===== config.mk =====
export PLATFORM = sky130hd
export DESIGN_NAME = ahb_hart_arbiter
export DESIGN_NICKNAME = d
export VERILOG_FILES = /design/src/rtl/ahb_hart_arbiter.sv
export SDC_FILE = /design/constraint.sdc
export NUM_CORES = 1
export LEC_CHECK = 0
export BUFFER_PORTS_ARGS = -buffer_cell sky130_fd_sc_hd__buf_2
export CELL_PAD_IN_SITES_DETAIL_PLACEMENT = 0
export CELL_PAD_IN_SITES_GLOBAL_PLACEMENT = 1
export CORE_MARGIN = 3
export CORE_UTILIZATION = 37
export CTS_CLUSTER_SIZE = 28
export DETAILED_ROUTE_END_ITERATION = 12
export PLACE_DENSITY = 0.95
export SKIP_CTS_REPAIR_TIMING = 1
export SLEW_MARGIN = 15
export SYNTH_ARGS = -nofsm -noshare
export SYNTH_HDL_FRONTEND = slang
export SYNTH_SLANG_ARGS = --single-unit

===== constraint.sdc =====
create_clock -name CLK -period 10.4 [get_ports CLK]
set_clock_uncertainty 0.1 [all_clocks]
set_input_delay 1.04 -clock CLK [delete_from_list [all_inputs] [get_ports CLK]]
set_output_delay 1.04 -clock CLK [all_outputs]
set_load 0.01 [all_outputs]

===== src/rtl/ahb_hart_arbiter.sv =====
`default_nettype none
// +--------------------------------------------------------------------------+
// | ahb_hart_arbiter: round-robin AHB-Lite arbiter, MASTERS masters -> 1 slave |
// | Rev 1.0                                                                   |
// +--------------------------------------------------------------------------+
module ahb_hart_arbiter #(
    parameter int MASTERS = 2
) (
    input  logic                  CLK,
    input  logic                  RES,
    input  logic [MASTERS-1:0]    M_HSEL,
    input  logic [2*MASTERS-1:0]  M_HTRANS,
    input  logic [MASTERS-1:0]    M_HWRITE,
    input  logic [3*MASTERS-1:0]  M_HSIZE,
    input  logic [32*MASTERS-1:0] M_HADDR,
    input  logic [32*MASTERS-1:0] M_HWDATA,
    input  logic [MASTERS-1:0]    M_HREADY,
    output logic [MASTERS-1:0]    M_HREADYOUT,
    output logic [MASTERS-1:0]    M_HRESP,
    output logic [31:0]           M_HRDATA,
    output logic                  S_HSEL,
    output logic [1:0]            S_HTRANS,
    output logic                  S_HWRITE,
    output logic [2:0]            S_HSIZE,
    output logic [31:0]           S_HADDR,
    output logic [31:0]           S_HWDATA,
    output logic                  S_HREADY,
    input  logic                  S_HREADYOUT,
    input  logic                  S_HRESP,
    input  logic [31:0]           S_HRDATA
);

    localparam int IW = (MASTERS > 1) ? $clog2(MASTERS) : 1;

    typedef enum logic [1:0] {
        SLOT_IDLE = 2'd0,
        SLOT_PEND = 2'd1,
        SLOT_DATA = 2'd2
    } slot_state_t;

    slot_state_t   slot_st    [MASTERS];
    logic [31:0]   slot_addr  [MASTERS];
    logic          slot_write [MASTERS];
    logic [2:0]    slot_size  [MASTERS];

    logic [IW-1:0]      rr_ptr;
    logic [IW-1:0]      data_owner;
    logic               data_busy;
    logic [31:0]        last_addr;
    logic               last_write;
    logic [2:0]         last_size;

    logic [MASTERS-1:0] req_vld;
    logic [MASTERS-1:0] pend_vec;
    logic               pend_found;
    logic [IW-1:0]      grant_idx;
    logic               slot_free;
    logic               grant_vld;
    logic [31:0]        grant_addr;
    logic               grant_write;
    logic [2:0]         grant_size;
    logic [IW-1:0]      next_ptr;
    logic               unused_htrans;

    // HTRANS[0] only distinguishes NONSEQ/SEQ and IDLE/BUSY, neither of which matters here
    assign unused_htrans = ^M_HTRANS;

    always_comb begin
        M_HREADYOUT = '1;
        M_HRESP     = '0;
        pend_vec    = '0;
        for (int n = 0; n < MASTERS; n++) begin
            case (slot_st[n])
                SLOT_PEND: M_HREADYOUT[n] = 1'b0;
                SLOT_DATA: begin
                    M_HREADYOUT[n] = S_HREADYOUT;
                    M_HRESP[n]     = S_HRESP;
                end
                default: ;
            endcase
            pend_vec[n] = (slot_st[n] == SLOT_PEND);
        end
    end

    always_comb begin
        req_vld = '0;
        for (int n = 0; n < MASTERS; n++) begin
            req_vld[n] = M_HSEL[n] & M_HTRANS[2*n+1] & M_HREADY[n] & M_HREADYOUT[n];
        end
    end

    // Round-robin: first pending index at or above the pointer, else wrap to the bottom
    always_comb begin
        pend_found = 1'b0;
        grant_idx  = '0;
        for (int n = 0; n < MASTERS; n++) begin
            if (!pend_found && pend_vec[n] && (n >= int'(rr_ptr))) begin
                pend_found = 1'b1;
                grant_idx  = IW'(n);
            end
        end
        for (int n = 0; n < MASTERS; n++) begin
            if (!pend_found && pend_vec[n] && (n < int'(rr_ptr))) begin
                pend_found = 1'b1;
                grant_idx  = IW'(n);
            end
        end
    end

    assign slot_free = !data_busy || S_HREADYOUT;
    assign grant_vld = slot_free && pend_found;
    assign next_ptr  = (grant_idx == IW'(MASTERS - 1)) ? '0 : grant_idx + 1'b1;

    always_comb begin
        grant_addr  = slot_addr[0];
        grant_write = slot_write[0];
        grant_size  = slot_size[0];
        S_HWDATA    = M_HWDATA[31:0];
        for (int n = 0; n < MASTERS; n++) begin
            if (grant_idx == IW'(n)) begin
                grant_addr  = slot_addr[n];
                grant_write = slot_write[n];
                grant_size  = slot_size[n];
            end
            if (data_owner == IW'(n)) begin
                S_HWDATA = M_HWDATA[32*n +: 32];
            end
        end
    end

    assign S_HSEL   = grant_vld;
    assign S_HTRANS = grant_vld ? 2'b10 : 2'b00;
    assign S_HADDR  = grant_vld ? grant_addr  : last_addr;
    assign S_HWRITE = grant_vld ? grant_write : last_write;
    assign S_HSIZE  = grant_vld ? grant_size  : last_size;
    assign S_HREADY = data_busy ? S_HREADYOUT : 1'b1;
    assign M_HRDATA = S_HRDATA;

    always_ff @(posedge CLK or posedge RES) begin
        if (RES) begin
            rr_ptr     <= '0;
            data_owner <= '0;
            data_busy  <= 1'b0;
            last_addr  <= '0;
            last_write <= 1'b0;
            last_size  <= '0;
            for (int n = 0; n < MASTERS; n++) begin
                slot_st[n]    <= SLOT_IDLE;
                slot_addr[n]  <= '0;
                slot_write[n] <= 1'b0;
                slot_size[n]  <= '0;
            end
        end else begin
            if (data_busy && S_HREADYOUT) begin
                data_busy <= 1'b0;
            end
            if (grant_vld) begin
                data_busy  <= 1'b1;
                data_owner <= grant_idx;
                rr_ptr     <= next_ptr;
                last_addr  <= grant_addr;
                last_write <= grant_write;
                last_size  <= grant_size;
            end
            // A completing owner may re-request in the same cycle; capture wins over retire
            for (int n = 0; n < MASTERS; n++) begin
                if (req_vld[n]) begin
                    slot_st[n]    <= SLOT_PEND;
                    slot_addr[n]  <= M_HADDR[32*n +: 32];
                    slot_write[n] <= M_HWRITE[n];
                    slot_size[n]  <= M_HSIZE[3*n +: 3];
                end else if (grant_vld && (grant_idx == IW'(n))) begin
                    slot_st[n] <= SLOT_DATA;
                end else if ((slot_st[n] == SLOT_DATA) && S_HREADYOUT) begin
                    slot_st[n] <= SLOT_IDLE;
                end
            end
        end
    end

endmodule
`default_nettype wire

==> results of run 1 <==
==> critical path, cell delays in order <==
cell	delay, ns
buf_2	0.13
nand2b_2	0.81
o21a_2	0.90
o221ai_1	0.29
buf_2	0.21
==> stage by stage <==
step           setup WS, ns  utilization [%]
2_1_floorplan          6.22                -
3_3_place_gp           5.88             44.7
3_5_place_dp           5.84             44.7
4_1_cts                5.84             48.7
5_1_grt                5.64             48.7
6_report               5.87             48.7
==> path summary, 6_finish.rpt <==
| kind | from | to | slack, ns | cells after the start |
|---|---|---|---|---|
| setup / recovery | S_HREADYOUT | S_HADDR[19] | 5.87 | 5 |
| min in group asynchronous | RES | last_addr[1] | 0.59 | 2 |
| max in group asynchronous | RES | slot_addr[18] | 8.25 | 3 |
| setup reg to reg | slot_st[2] | slot_addr[62] | 7.46 | 5 |
| hold / removal | slot_size[1] | slot_size[1] | 0.39 | 1 |
| hold reg to reg | slot_size[1] | slot_size[1] | 0.39 | 1 |
==> final cells by class <==
type,instances,area (µm²)
timing repair buffer,226,1150
clock inverter,8,101
clock buffer,23,488
fill,1363,7570
tap,184,230
inverter,76,288
multi-input combinational,205,2050
sequential,115,2880
==> power by group through the flow <==
stage               combinational, mW  sequential [mW]  clock (mW)
finish                          0.906            0.796       0.572
global placement                0.900            0.789           0
detailed placement              0.918            0.801           0
floorplan                       0.659            0.747           0
CTS                             0.923            0.795       0.588
global route                    0.998            0.822       0.610
==> kinds of logic after synthesis <==
logic type	count (synthesis)	share of synthesized area (%)
buf+inv	143	13.3
other cells	1	0.0664
mux	104	22.6
simple gates	53	6.33
flops	115	50.9
compound gates	47	6.78
==> metal layers <==
layer / wire length, µm / share of wire (%)
met1: 6740 / 45
met2: 7290 / 49
met3: 790 / 5.3
met4: 147 / 0.98
met5: 13 / 0.087
==> state kept, by name, summed over array words and instances (netlist names) <==
name / flops
slot_addr: 64
last_addr: 32
slot_size: 6
slot_st: 4
last_size: 3
slot_write: 2
data_busy: 1
data_owner: 1
last_write: 1
rr_ptr: 1
==> cell usage in the layout (no fill, tap or decap), types with 4 or more instances in the layout <==
master     synthesis  routed
buf_2              8     220
buf_4             37       6
clkbuf_16          0      17
clkbuf_8           0       4
dfrtp_1          115     114
inv_1             76      75
mux2_1             8       8
mux2_2            68      68
mux2_4            28      28
nand4_1           36      36
o221ai_1          36      36
==> metrics.yaml, run 1 <==
status: "completed"
via_count: 4112
clk_path_buf_depth: 2
comb_power_share_pct: 39.8
p_sw_mw: 0.799
cts_made_buffers: 17
gp_congestion: 0.792
setup_viol: 0
synth_flop_cell: "dfrtp_1"
die_height_um: 130
final_cell_area_um2: 7180
hp-class: "reg -> reg"
drc_errors: 0
synth_top_area_share_pct: 50.9
synth_common_cells: "dfrtp_1, inv_1, mux2_2"
total_power_mw: 2.27
cp_data_arrival_time_ns: 3.39
cts.sinks: 115
yosysMostFrequentCell: "dfrtp_1"
min_period_ns: 4.53
initial_core_util_pct: 38.3
met3_usage_pct: 5.11
cellLeakagePower_nw: 3.59
instances_no_fill: 837
grt.busiest_layer: "met2"
grtUsageMet1_pct: 24.2
cp.required_ns: 9.26
tightest_slew_ns: 1.09
grtUsageMet2_pct: 28.8
hpwl_um: 10400
hold_ws_ns: 0.389
die_w_um: 130
grt_usage_pct: 18.0
cp_max_fo: 43
areaGrowthSynthToFinish_pct: 27.1
synth_nets: 643
synthArstFlopShare_pct: 100
yosys_register_bits: 115
drt_iter0_drc: 105
synth_area_leaders: "dfrtp_1, mux2_2, mux2_4"
viasPerCell: 4.91
slew_viol_final: 0
clkTransAtPathRegs_ns: 0.05
start_kind: "input pin"
syn_avg_cell_area_um2: 12.2
synth.yosys.seq_area_share_pct: 50.9
slew_headroom_pct: 27.3
synth.distinct_cells: 31
rows: 44
postRouteAntennaNets: 0
hold_violations: 0
maxCapViolCount: 0
root_buffer: "clkbuf_16"
diodes: 0
yosysWarnings: 0
ir_drop_mv: 0.145
antenna_found_initial: 2
placed_cell_area_um2: 6590
final_layout_size_suffix_gt1_share_pct: 55.4
synth_edf_count: 0
grt_pass1_wl_um: 23200
end_kind: "primary output"
intPower_mw: 1.48
postRouteWirelength_um: 15000
clockPowerShare_pct: 25.2
tritoncts: "built"
grt_max_degree: 76
fin_crit_sh_pct: 43.6
netlist_instances: 463
wl_per_cell_um: 17.9
critPathKind: "in -> out"
synth_area_um2: 5650
placedCellCount: 806
powerDensity_nw_per_um2: 317
firstDrtPassIters: 4
pwr-share-seq_pct: 35.0
rsz0062_at_grt: "false"
final_nets: 821
synth_top_area_cell: "dfrtp_1"
switching_share_pct: 35.1
grt_overflow_total: 0
io_buffers: 220
die_area_um2: 16800
fmax_mhz: 221
insertion_delay_ns: 0.40
fin_setup_tns_ns: 0
io_pins: 288
h-tree-depth: 4
core-area_um2: 14800
grt_pass1_vias: 4272
Power figures use the tool's default switching activity.
==> run 2: changes to the inputs <==
- CORE_UTILIZATION: 37 -> 34
- PLACE_DENSITY: 0.95 -> 0.91
- clock period: 10.4 -> 4.4 ns (I/O delays scaled with it)
==> run 2 against run 1 <==
Against the previous run:
- worst setup slack lost 4.6 ns
- register-to-register slack lost 5.5 ns
- wire length grew 6.0%
- largest cell class unchanged
- largest power group unchanged
==> metrics.yaml, run 2 (same netlist as run 1, synthesis figures left out) <==
drt_iter0_drc: 149
final_nets: 825
die_area_um2: 18200
reg_top3: "slot_addr: 64 flops, last_addr: 32 flops, slot_size: 6 flops"
path_cells: "inv_1 > o311ai_4 > buf_4 > o221ai_1 > buf_2"
end_kind: "primary output"
io_pins: 288
maxCapViolCount: 0
firstDrtPassIters: 5
cp.required_ns: 3.86
die_w_um: 135
p_sw_mw: 1.95
min_period_ns: 3.15
pwr-share-seq_pct: 34.8
clockPowerShare_pct: 25.0
grtUsageMet1_pct: 23.9
comb_power_share_pct: 40.1
insertion_delay_ns: 0.40
met3_usage_pct: 4.43
core-area_um2: 16100
initial_core_util_pct: 35.2
rows: 46
start_kind: "flip-flop"
final_layout_size_suffix_gt1_share_pct: 55.9
wl_per_cell_um: 18.2
root_buffer: "clkbuf_16"
cp_max_fo: 21
io_buffers: 220
cp_data_arrival_time_ns: 2.61
areaGrowthSynthToFinish_pct: 28.6
h-tree-depth: 4
gp_congestion: 0.800
grt_usage_pct: 17.5
viasPerCell: 4.83
grt.busiest_layer: "met2"
cts.sinks: 115
cp_slowest_cell: "o311ai_4"
hp-class: "in -> async"
cellLeakagePower_nw: 3.61
switching_share_pct: 35.9
startpoint: "slot_st[2]"
largest_reg_flops: 64
hpwl_um: 11200
slew_headroom_pct: 30.8
hold_violations: 0
fin_setup_tns_ns: 0
slew_viol_final: 0
cts_made_buffers: 17
fmax_mhz: 317
ir_drop_mv: 0.272
final_util_pct: 45.2
setup_viol: 0
layout_commonest_cell: "buf_2"
drc_errors: 0
pre_cts_ws_ns: 1.52
via_count: 4222
die_height_um: 135
grt_pass1_vias: 4352
layout_setup_ws_ns: 1.25
clk_path_buf_depth: 2
intPower_mw: 3.47
tritoncts: "built"
regMostFlops: "slot_addr"
fin_crit_sh_pct: 71.7
clkTransAtPathRegs_ns: 0.06
critPathMaxStageDelay_ns: 0.82
rsz0062_at_grt: "false"
tightest_slew_ns: 1.03
antenna_found_initial: 1
postRouteWirelength_um: 15900
critPathKind: "reg -> out"
powerDensity_nw_per_um2: 746
r2r-start: "slot_st[0]"
grtUsageMet2_pct: 27.3
grt_overflow_total: 0
grt_pass1_wl_um: 24500
postRouteAntennaNets: 0
grt_max_degree: 75
status: "completed"
layout_common_cells: "buf_2, dfrtp_1, inv_1"
## run 2: metal layers
layer	vias to the layer above	share of wire, %	routed length [µm]
met2	124	48	7610
met3	31	4.6	724
met1	2113	46	7280
met4	0	1.7	272
met5	-	0	0
li1	1954	-	-
## run 2: final timing paths
check	to	slack [ns]	depth (start not counted)
max in group asynchronous	data_owner	3.19	3
min in group CLK	slot_addr[1]	0.16	2
worst max-delay path	S_HADDR[8]	1.25	5
worst min-delay path	slot_addr[14]	0.13	2
worst max register to register	slot_addr[22]	1.99	4
worst min register to register	slot_addr[4]	0.39	1
## run 2: final cells by class
class,count,area (µm²)
repair buffers,230,1190
clock buffers,20,457
multi-input cells,205,2050
well taps,216,270
clock inverters,12,131
fillers,1491,8790
flip-flops and latches,115,2880
inverters,76,288
diodes,1,2.50
## run 2: metrics by stage
stage | cells | area (µm²) | total power [mW] | hold WS (ns)
CTS | 874 | 7260 | 5.48 | 0.130
floorplan | 463 | 5650 | 3.32 | 0.358
global route | 875 | 7270 | 5.78 | 0.139
global placement | 842 | 6670 | 4.01 | 0.368
finish | 875 | 7270 | 5.42 | 0.134
detailed placement | 842 | 6670 | 4.09 | 0.379
## run 2: critical path, delay by kind of cell (launching register included)
kind | cells | cell delay [ns]
DFF | 1 | 0.42
AOI/OAI and AO/OA | 2 | 1.06
buffers and inverters | 3 | 0.73
## run 2: power by group through the flow
stage	logic, mW	clock network, mW	registers (mW)
after floorplan	1.56	0	1.77
after global placement	2.15	0	1.87
after detailed placement	2.19	0	1.90
after CTS	2.20	1.39	1.89
after global routing	2.38	1.45	1.95
final	2.18	1.36	1.89
==> run 3: changes to the inputs <==
- ABC_AREA: default -> 1
- CORE_UTILIZATION: 34 -> 29
- PLACE_DENSITY: 0.91 -> 0.89
- clock period: 4.4 -> 2.55 ns (I/O delays scaled with it)
==> run 3 against run 2 <==
Against the previous run:
- the run now ends with hold timing left
- first-iteration DRC count is 83% higher
- non-clock buffer count up 63
- global-route usage shrank 1.6 points
- wire length is 12% higher
- via count increased by 30%
- clock-buffer cell count did not move
- synthesized cell count rose by 67%
- utilization fell by 3.8 points
- register-to-register slack got worse by 1.3 ns
- largest cell class unchanged
==> metrics.yaml, run 3 <==
cts.sinks: 115
setup_viol: 0
h-tree-depth: 4
synthArstFlopShare_pct: 100
die_height_um: 147
tightest_slew_ns: 0.982
powerDensity_nw_per_um2: 1220
cp_max_fo: 37
critPathKind: "reg -> out"
yosysMostFrequentCell: "nand2_1"
io_pins: 288
fillers: 2002
final_nets: 1184
synth_common_cells: "nand2_1, dfrtp_1, nand3_1"
insertion_delay_ns: 0.41
final_layout_size_suffix_gt1_share_pct: 27.4
grt_usage_pct: 16.0
tritoncts: "built"
rows: 50
grt_overflow_total: 0
final_util_pct: 41.4
drt_iter0_drc: 273
status: "complete, but fails checks"
hold_violations: 10
core-area_um2: 19100
yosysWarnings: 0
placedCellCount: 1186
grt_pass1_wl_um: 27400
postRouteAntennaNets: 0
path_cells: "inv_1 > nand2_1 > inv_2 > buf_4 > nand3_1 > nand2_1 > nand2_1 > nand2_1 > buf_2"
largest_reg_flops: 64
hp-class: "in -> reg"
maxCapViolCount: 0
cp_slowest_cell: "buf_4"
wl_per_cell_um: 13.9
ir_drop_mv: 0.751
slew_headroom_pct: 34.4
areaGrowthSynthToFinish_pct: 37.2
via_count: 5485
viasPerCell: 4.30
postRouteWirelength_um: 17800
crit_path_frequent_cell: "nand2_1"
synth.yosys.seq_area_share_pct: 49.8
clk_path_buf_depth: 2
cp_num_buf_inv: 4
die_area_um2: 21600
clkTransAtPathRegs_ns: 0.06
instances_no_fill: 1277
cp_data_arrival_time_ns: 2.00
fin_crit_sh_pct: 92.4
cp.required_ns: 2.19
layout_commonest_cell: "nand2_1"
end_kind: "primary output"
io_buffers: 220
yosys_register_bits: 115
drc_errors: 0
min_period_ns: 2.36
firstDrtPassIters: 5
synth_area_um2: 5770
die_w_um: 147
grt_max_degree: 70
synth_top_area_share_pct: 49.8
cts_made_buffers: 17
fmax_mhz: 424
regMostFlops: "slot_addr"
crit_family: "buffers and inverters"
rsz0062_at_grt: "false"
antenna_found_initial: 2
pre_cts_ws_ns: 0.614
start_kind: "flip-flop"
synth_area_leaders: "dfrtp_1, nand2_1, nand3_1"
synth_top_area_cell: "dfrtp_1"
hpwl_um: 11200
synth_flop_cell: "dfrtp_1"
synth_nets: 951
critPathMaxStageDelay_ns: 0.42
slew_viol_final: 0
diodes: 0
cellLeakagePower_nw: 4.61
reg_top3: "slot_addr: 64 flops, last_addr: 32 flops, slot_size: 6 flops"
layout_common_cells: "nand2_1, buf_2, dfrtp_1"
layout_setup_ws_ns: 0.193
root_buffer: "clkbuf_16"
syn_avg_cell_area_um2: 7.49
synth.distinct_cells: 19
hold_ws_ns: -0.0223
fin_setup_tns_ns: 0
synth_edf_count: 0
failed_checks: "hold timing"
gp_congestion: 0.769
grt_pass1_vias: 5200
initial_core_util_pct: 30.2
netlist_instances: 771
[run 3: cell count changes in the layout (fill, tap and decap cells not counted), sizes merged, moves of 4 or more]
cell         change
o221ai          -36
inv             -63
nand3           +74
nand4           -36
mux2           -104
buf              +4
nand2          +476
dlygate4sd3     +59
[run 3: cell families after synthesis]
family                 Yosys count  synth area share (%)
and+or+nand+nor                557                  38.3
buffers and inverters           93                  11.3
DFF                            115                  49.8
other                            1                0.0649
AOI/OAI and AO/OA                5                 0.498
[run 3: stage by stage]
stage / total power, mW / instance area (µm²)
final: 9.67 / 7930
after global routing: 10.5 / 7930
after CTS: 9.74 / 7330
after detailed placement: 7.33 / 6750
after global placement: 7.26 / 6750
after floorplan: 5.99 / 5780
[run 3: worst register-to-register path: stages, from the launching register on]
cell and delay (ns):
dfrtp_1 0.40, inv_2 0.06, nand2_2 0.08, nand2_1 0.13, o21ai_4 0.08, nand2_2 0.64
nand2_1 0.17, nand2_1 0.09
[run 3: cell type report]
cell class / instances / area [µm²] / area share (%)
clock buffers: 20 / 457 / 5.76
clock inverters: 12 / 131 / 1.66
inverters: 14 / 56.3 / 0.710
multi-input cells: 563 / 2260 / 28.5
flip-flops and latches: 115 / 2880 / 36.3
well taps: 260 / 325 / 4.10
repair buffers: 293 / 1820 / 23.0
[run 3: path summary, 6_finish.rpt]
check	from	endpoint	slack (ns)	cells past startpoint
worst max register to register	slot_st[0]	slot_addr[11]	0.74	7
max in group asynchronous	RES	last_addr[25]	1.42	4
worst max-delay path	slot_st[1]	S_HADDR[9]	0.19	9
worst min register to register	slot_addr[19]	slot_addr[19]	0.37	2
worst min-delay path	M_HADDR[63]	slot_addr[31]	-0.02	3
min in group asynchronous	RES	last_addr[0]	0.39	4
[run 3: layer usage]
layer | routed length, µm | vias up | track usage, %
met5 | 16 | - | 0
met4 | 119 | 4 | 3.59
met3 | 1250 | 19 | 4.72
met2 | 8450 | 176 | 27.2
met1 | 7960 | 2488 | 20.1
li1 | - | 2798 | -
[run 3: where the power goes]
part / total (mW) / internal (mW) / switching [mW]
Clock: 2.35 / 1.49 / 0.863
Combinational: 4.25 / 1.51 / 2.73
Sequential: 3.07 / 2.69 / 0.380
Total: 9.67 / 5.69 / 3.98
